File: config.mk
export PLATFORM = sky130hd
export DESIGN_NAME = pipe_trace_mon
export DESIGN_NICKNAME = d
export VERILOG_FILES = /design/src/rtl/pipe_trace_mon.sv
export SDC_FILE = /design/constraint.sdc
export NUM_CORES = 2
export LEC_CHECK = 0
export ABC_AREA = 1
export CAP_MARGIN = 30
export CORE_AREA = 2 2 431 540
export DETAILED_ROUTE_END_ITERATION = 8
export DIE_AREA = 0 0 433 542
export PLACE_DENSITY = 0.47
export SETUP_SLACK_MARGIN = 0.1
export SLEW_MARGIN = 20
export SYNTH_ARGS = -nofsm -noshare
export SYNTH_HDL_FRONTEND = slang
export SYNTH_SLANG_ARGS = --single-unit
File: constraint.sdc
create_clock -name clk -period 5.8 [get_ports clk]
set_input_delay 0.87 -clock clk [delete_from_list [all_inputs] [get_ports clk]]
set_output_delay 0.87 -clock clk [all_outputs]
set_load 0.02 [all_outputs]
File: src/rtl/pipe_trace_mon.sv
// Execution-trace monitor: packs fetch / store / register-writeback events
// into typed records, buffers them in a multi-write FIFO and streams them out.
module pipe_trace_mon #(
  parameter int unsigned DATA_W    = 32,
  parameter int unsigned REG_W     = 5,
  parameter int unsigned DEPTH     = 16,
  parameter int unsigned MAX_INSTR = 17,
  parameter int unsigned DRAIN_CYC = 4
) (
  input  logic              clk,
  input  logic              reset,
  input  logic              start,
  input  logic              fetch_en,
  input  logic [DATA_W-1:0] fetch_pc,
  input  logic              st_en,
  input  logic [DATA_W-1:0] st_addr,
  input  logic [DATA_W-1:0] st_data,
  input  logic              reg_wr_en,
  input  logic [REG_W-1:0]  reg_wr_num,
  input  logic [DATA_W-1:0] reg_wr_data,
  output logic              rec_valid,
  input  logic              rec_ready,
  output logic [1:0]        rec_kind,
  output logic [DATA_W-1:0] rec_a,
  output logic [DATA_W-1:0] rec_b,
  output logic              busy,
  output logic              done,
  output logic              overflow,
  output logic [15:0]       instr_count,
  output logic [15:0]       drop_count
);

  localparam int unsigned AW  = $clog2(DEPTH);
  localparam int unsigned PW  = AW + 1;
  localparam int unsigned DCW = (DRAIN_CYC < 2) ? 1 : $clog2(DRAIN_CYC + 1);

  localparam logic [1:0] KIND_PC  = 2'd0;
  localparam logic [1:0] KIND_ST  = 2'd1;
  localparam logic [1:0] KIND_REG = 2'd2;

  typedef enum logic [2:0] {
    S_IDLE,
    S_RUN,
    S_DRAIN,
    S_FLUSH,
    S_DONE
  } state_t;

  state_t state_q, state_d;

  logic [PW-1:0]     wr_ptr_q, rd_ptr_q;
  logic [DCW-1:0]    drain_cnt_q;
  logic [1:0]        kind_mem [DEPTH];
  logic [DATA_W-1:0] a_mem    [DEPTH];
  logic [DATA_W-1:0] b_mem    [DEPTH];

  logic [PW-1:0] occ_c;
  logic [PW:0]   free_c;
  logic          wb_c, st_c, pc_c;
  logic [1:0]    n_c, off_st_c, off_pc_c;
  logic          drop_c, pop_c, start_ok_c, fetch_last_c;
  logic [AW-1:0] idx_wb_c, idx_st_c, idx_pc_c, head_c;

  // Occupancy, capture qualification and per-cycle write slot allocation (WB, ST, PC)
  always_comb begin
    occ_c        = wr_ptr_q - rd_ptr_q;
    free_c       = (PW+1)'(DEPTH) - {1'b0, occ_c};
    wb_c         = ((state_q == S_RUN) || (state_q == S_DRAIN)) && reg_wr_en;
    st_c         = ((state_q == S_RUN) || (state_q == S_DRAIN)) && st_en;
    pc_c         = (state_q == S_RUN) && fetch_en;
    n_c          = 2'(wb_c) + 2'(st_c) + 2'(pc_c);
    drop_c       = (PW+1)'(n_c) > free_c;
    off_st_c     = 2'(wb_c);
    off_pc_c     = 2'(wb_c) + 2'(st_c);
    idx_wb_c     = wr_ptr_q[AW-1:0];
    idx_st_c     = wr_ptr_q[AW-1:0] + AW'(off_st_c);
    idx_pc_c     = wr_ptr_q[AW-1:0] + AW'(off_pc_c);
    head_c       = rd_ptr_q[AW-1:0];
    rec_valid    = (occ_c != '0);
    pop_c        = rec_valid && rec_ready;
    start_ok_c   = start && ((state_q == S_IDLE) || (state_q == S_DONE));
    fetch_last_c = pc_c && (MAX_INSTR != 0) &&
                   ((instr_count + 16'd1) == 16'(MAX_INSTR));
  end

  // Show-ahead head of the FIFO; zero when empty
  always_comb begin
    rec_kind = 2'd0;
    rec_a    = '0;
    rec_b    = '0;
    if (rec_valid) begin
      rec_kind = kind_mem[head_c];
      rec_a    = a_mem[head_c];
      rec_b    = b_mem[head_c];
    end
  end

  // Next-state logic
  always_comb begin
    state_d = state_q;
    case (state_q)
      S_IDLE:  if (start_ok_c) state_d = S_RUN;
      S_RUN:   if (fetch_last_c) state_d = S_DRAIN;
      S_DRAIN: if (drain_cnt_q <= DCW'(1)) state_d = S_FLUSH;
      S_FLUSH: if (occ_c == '0) state_d = S_DONE;
      S_DONE:  if (start_ok_c) state_d = S_RUN;
      default: state_d = S_IDLE;
    endcase
  end

  // State register
  always_ff @(posedge clk or negedge reset) begin
    if (!reset) state_q <= S_IDLE;
    else        state_q <= state_d;
  end

  // Status flags follow the state being entered
  always_ff @(posedge clk or negedge reset) begin
    if (!reset) begin
      busy <= 1'b0;
      done <= 1'b0;
    end else begin
      busy <= (state_d == S_RUN) || (state_d == S_DRAIN) || (state_d == S_FLUSH);
      done <= (state_d == S_DONE);
    end
  end

  // Drain countdown: loaded on the final fetch, decremented while draining
  always_ff @(posedge clk or negedge reset) begin
    if (!reset) begin
      drain_cnt_q <= '0;
    end else if (fetch_last_c) begin
      drain_cnt_q <= DCW'(DRAIN_CYC);
    end else if ((state_q == S_DRAIN) && (drain_cnt_q != '0)) begin
      drain_cnt_q <= drain_cnt_q - DCW'(1);
    end
  end

  // FIFO pointers, run counters and overflow bookkeeping
  always_ff @(posedge clk or negedge reset) begin
    if (!reset) begin
      wr_ptr_q    <= '0;
      rd_ptr_q    <= '0;
      instr_count <= '0;
      drop_count  <= '0;
      overflow    <= 1'b0;
    end else if (start_ok_c) begin
      wr_ptr_q    <= '0;
      rd_ptr_q    <= '0;
      instr_count <= '0;
      drop_count  <= '0;
      overflow    <= 1'b0;
    end else begin
      if (pop_c) rd_ptr_q <= rd_ptr_q + PW'(1);
      if (drop_c) begin
        overflow <= 1'b1;
        if (drop_count != 16'hFFFF) drop_count <= drop_count + 16'd1;
      end else begin
        wr_ptr_q <= wr_ptr_q + PW'(n_c);
      end
      // A dropped fetch still counts so run length tracks the program
      if (pc_c) instr_count <= instr_count + 16'd1;
    end
  end

  // Record storage: up to three writes per cycle into consecutive slots
  always_ff @(posedge clk) begin
    if (!drop_c) begin
      if (wb_c) begin
        kind_mem[idx_wb_c] <= KIND_REG;
        a_mem[idx_wb_c]    <= DATA_W'(reg_wr_num);
        b_mem[idx_wb_c]    <= reg_wr_data;
      end
      if (st_c) begin
        kind_mem[idx_st_c] <= KIND_ST;
        a_mem[idx_st_c]    <= st_addr;
        b_mem[idx_st_c]    <= st_data;
      end
      if (pc_c) begin
        kind_mem[idx_pc_c] <= KIND_PC;
        a_mem[idx_pc_c]    <= fetch_pc;
        b_mem[idx_pc_c]    <= '0;
      end
    end
  end

endmodule
==> impl_metrics.toml <==
[outcome]
status = "completed"

[cts]
clockBufferDepth = 3
path_clk_slew_ns = 0.06
cts-root-buf = "clkbuf_16"
hold_buffers = 0
cts_tree = "done"
worstSkewPairLatency_ns = 0.84
numClockSinks = 1107
cts_buffers = 139
htree_num_levels = 4

[finish]
nNetsFinal = 9908
final_area_um2 = 78400
fin_util_pct = 34.1
final_common_cell = "nand2_1"
area_growth_pct = 14.4
layout_common_cells = "nand2_1 (3131), nor2_1 (1300), nand3_1 (940), nand4_1 (548), dfxtp_1 (544)"
layout-drive-gt1-share_pct = 7.24

[grt]
antenna_found_initial = 39
grt_pass1_vias = 68129
grt_overflow = 0
grt_usage_pct = 28.9
grt_first_pass_wirelength_um = 498000
grt_start_max_net_pins = 183

[timing]
relSlewSlack_pct = 18.9
setup_tns_ns = 0
hold_violations = 0
skew_ns = 0.0535
min_period_over_period_pct = 96.6
fin_crit_ns = 5.60
max_freq_mhz = 178
slew_violations = 0
rsz0062_at_grt = "false"
setup_violations = 0
worst_pin_slew_ns = 1.22

[critical_path]
cp_max_fo = 21
r2r_slack_ns = 0.89
cp.arrival_ns = 4.73
setup.worst_path.class = "flip-flop to primary output"
critPathRequiredTime_ns = 4.93
crit_path_end_kind = "primary output"
crit_path_start_kind = "flip-flop"

[floorplanning]
ioPinCount = 242
rows = 197
die_w_um = 433
fp.dieH_um = 542
dieArea_um2 = 235000
core-area_um2 = 229000
start_util_pct = 29.8

[drt]
drtIter0Drc = 8108
wl_per_cell_um = 26.9
vias_per_cell = 5.57
ant_nets = 0
drc = 0
dr.pass1.iters = 8
drt_wl_total_um = 348000
num_vias = 72136

[power]
p_leak_nw = 36.1
totalPowerFinal_mw = 49.7
p_per_area_nw_per_um2 = 635
vdd_drop_max_v = 0.000457

[yosys]
synth_nets = 10278
yosys_register_bits = 1107
ys.warnings.count = 0
yosysSeqAreaShare_pct = 40.2
avgSynthCellArea_um2 = 6.77
synth_cell_types = 53
synth_cells = 10112
synth.cell_area_um2 = 68500

[place]
hpwl_um = 207000
dpl_cell_area_um2 = 73700
io_buffer_count = 241
gp_congestion = 0.882

[job]
cap_viol_max_count = 0

[hold_path]
min_path_type = "input pin to async pin"
cell families (layout without fill, tap and decap cells):
kind of cell / Yosys count / after routing / synth area share, %
compound gates: 1043 / 1043 / 8.47
fa+ha+maj: 26 / 26 / 0.519
simple gates: 6364 / 6364 / 40.8
xor+xnor: 33 / 33 / 0.450
buf+inv: 1539 / 1278 / 9.49
other cells: 0 / 22 / 0
flops: 1107 / 1107 / 40.2
flip-flops by register name, summed over array words and instances, names as in the netlist:
signal and flops:
a_mem 512, b_mem 512, kind_mem 32, drop_count 16, instr_count 16, rd_ptr_q 5
wr_ptr_q 5, drain_cnt_q 3, state_q 3, busy 1, done 1, overflow 1
cell type report:
cell class,count,area (um^2)
antenna,22,55.1
clock buffer,190,3850
clock inverter,60,572
fill,24315,151000
inverter,468,1780
multi-input combinational,7466,34800
sequential,1107,27600
tap,3084,3860
timing repair buffer,560,5870
where the power goes:
part | switching, mW | internal (mW) | leakage, nW
combinational | 19.3 | 8.43 | 24.0
clock | 3.88 | 4.95 | 2.17
sequential | 1.15 | 12.0 | 10.0
total | 24.3 | 25.4 | 36.1
per-stage QoR:
stage	instances	hold WS (ns)	setup WS, ns
detailed placement	12678	0.433	0.486
global placement	12644	0.430	0.500
global route	12951	0.182	0.130
CTS	12928	0.159	0.186
floorplan	10112	0.421	0.960
finish	12957	0.163	0.198
cell usage after synthesis, drive strengths merged:
library cell  number  area (um^2)
o211ai             1         7.51
dfxtp            544        10900
a21oi            470         2370
a221oi            56          490
clkbuf           482         1810
a31oi             34          213
xor2              30          282
nor3              77          423
o31ai             33          248
nor3b              1         7.51
or2                4         27.5
o21a               1         7.51
dfrtp             51         1280
nor4               4         25.0
buf              589         2930
and3               6         37.5
nand4            549         3450
ha                22          275
a32o              33          330
a21boi             2         22.5
o21ai            396         1980
fa                 4         80.1
a211oi             1         7.51
xnor2              3         26.3
a22oi             10         75.1
nand3            975         5120
o221ai             1         8.76
nand2           3167        11900
nand3b           256         1920
inv              463         1740
clkinv             5         18.8
nor2            1325         5010
o22ai              5         31.3
edfxtp           512        15400
worst paths after layout:
path	to	depth (start not counted)	start
max	rec_b[22]	15	wr_ptr_q[0]
max reg2reg	a_mem[10][8]	18	wr_ptr_q[0]
min reg2reg	kind_mem[5][1]	2	kind_mem[5][1]
min	instr_count[6]	2	reset
max in group asynchronous	rd_ptr_q[2]	2	reset
min in group clk	kind_mem[5][1]	2	kind_mem[5][1]
critical path, stage by stage, from the launching register on:
cell	delay [ns]
dfrtp_1	0.49
inv_1	0.20
ha_1	0.17
inv_1	0.07
fa_1	0.52
inv_1	0.07
ha_1	0.21
nand2_1	0.13
nor2_1	0.07
ha_2	0.22
inv_4	0.25
buf_12	0.24
nand3_1	0.40
a31oi_1	0.52
buf_4	0.23
buf_12	0.11
timing repair:
item | 4_1_cts | 5_1_grt
setup buffers | 0 | 0
endpoints found under the setup margin | 9 | 3
resized for setup | 6 | 3
layer usage:
layer  vias to the layer above  GRT usage, %  share of wire, %
met5                         -             0             0.040
met2                      3918          46.1                46
met1                     34671          34.6                38
met3                       920          5.81               8.7
li1                      32605             -                 -
met4                        22          20.7               7.6
No activity file was read; power rests on OpenSTA's default activity.
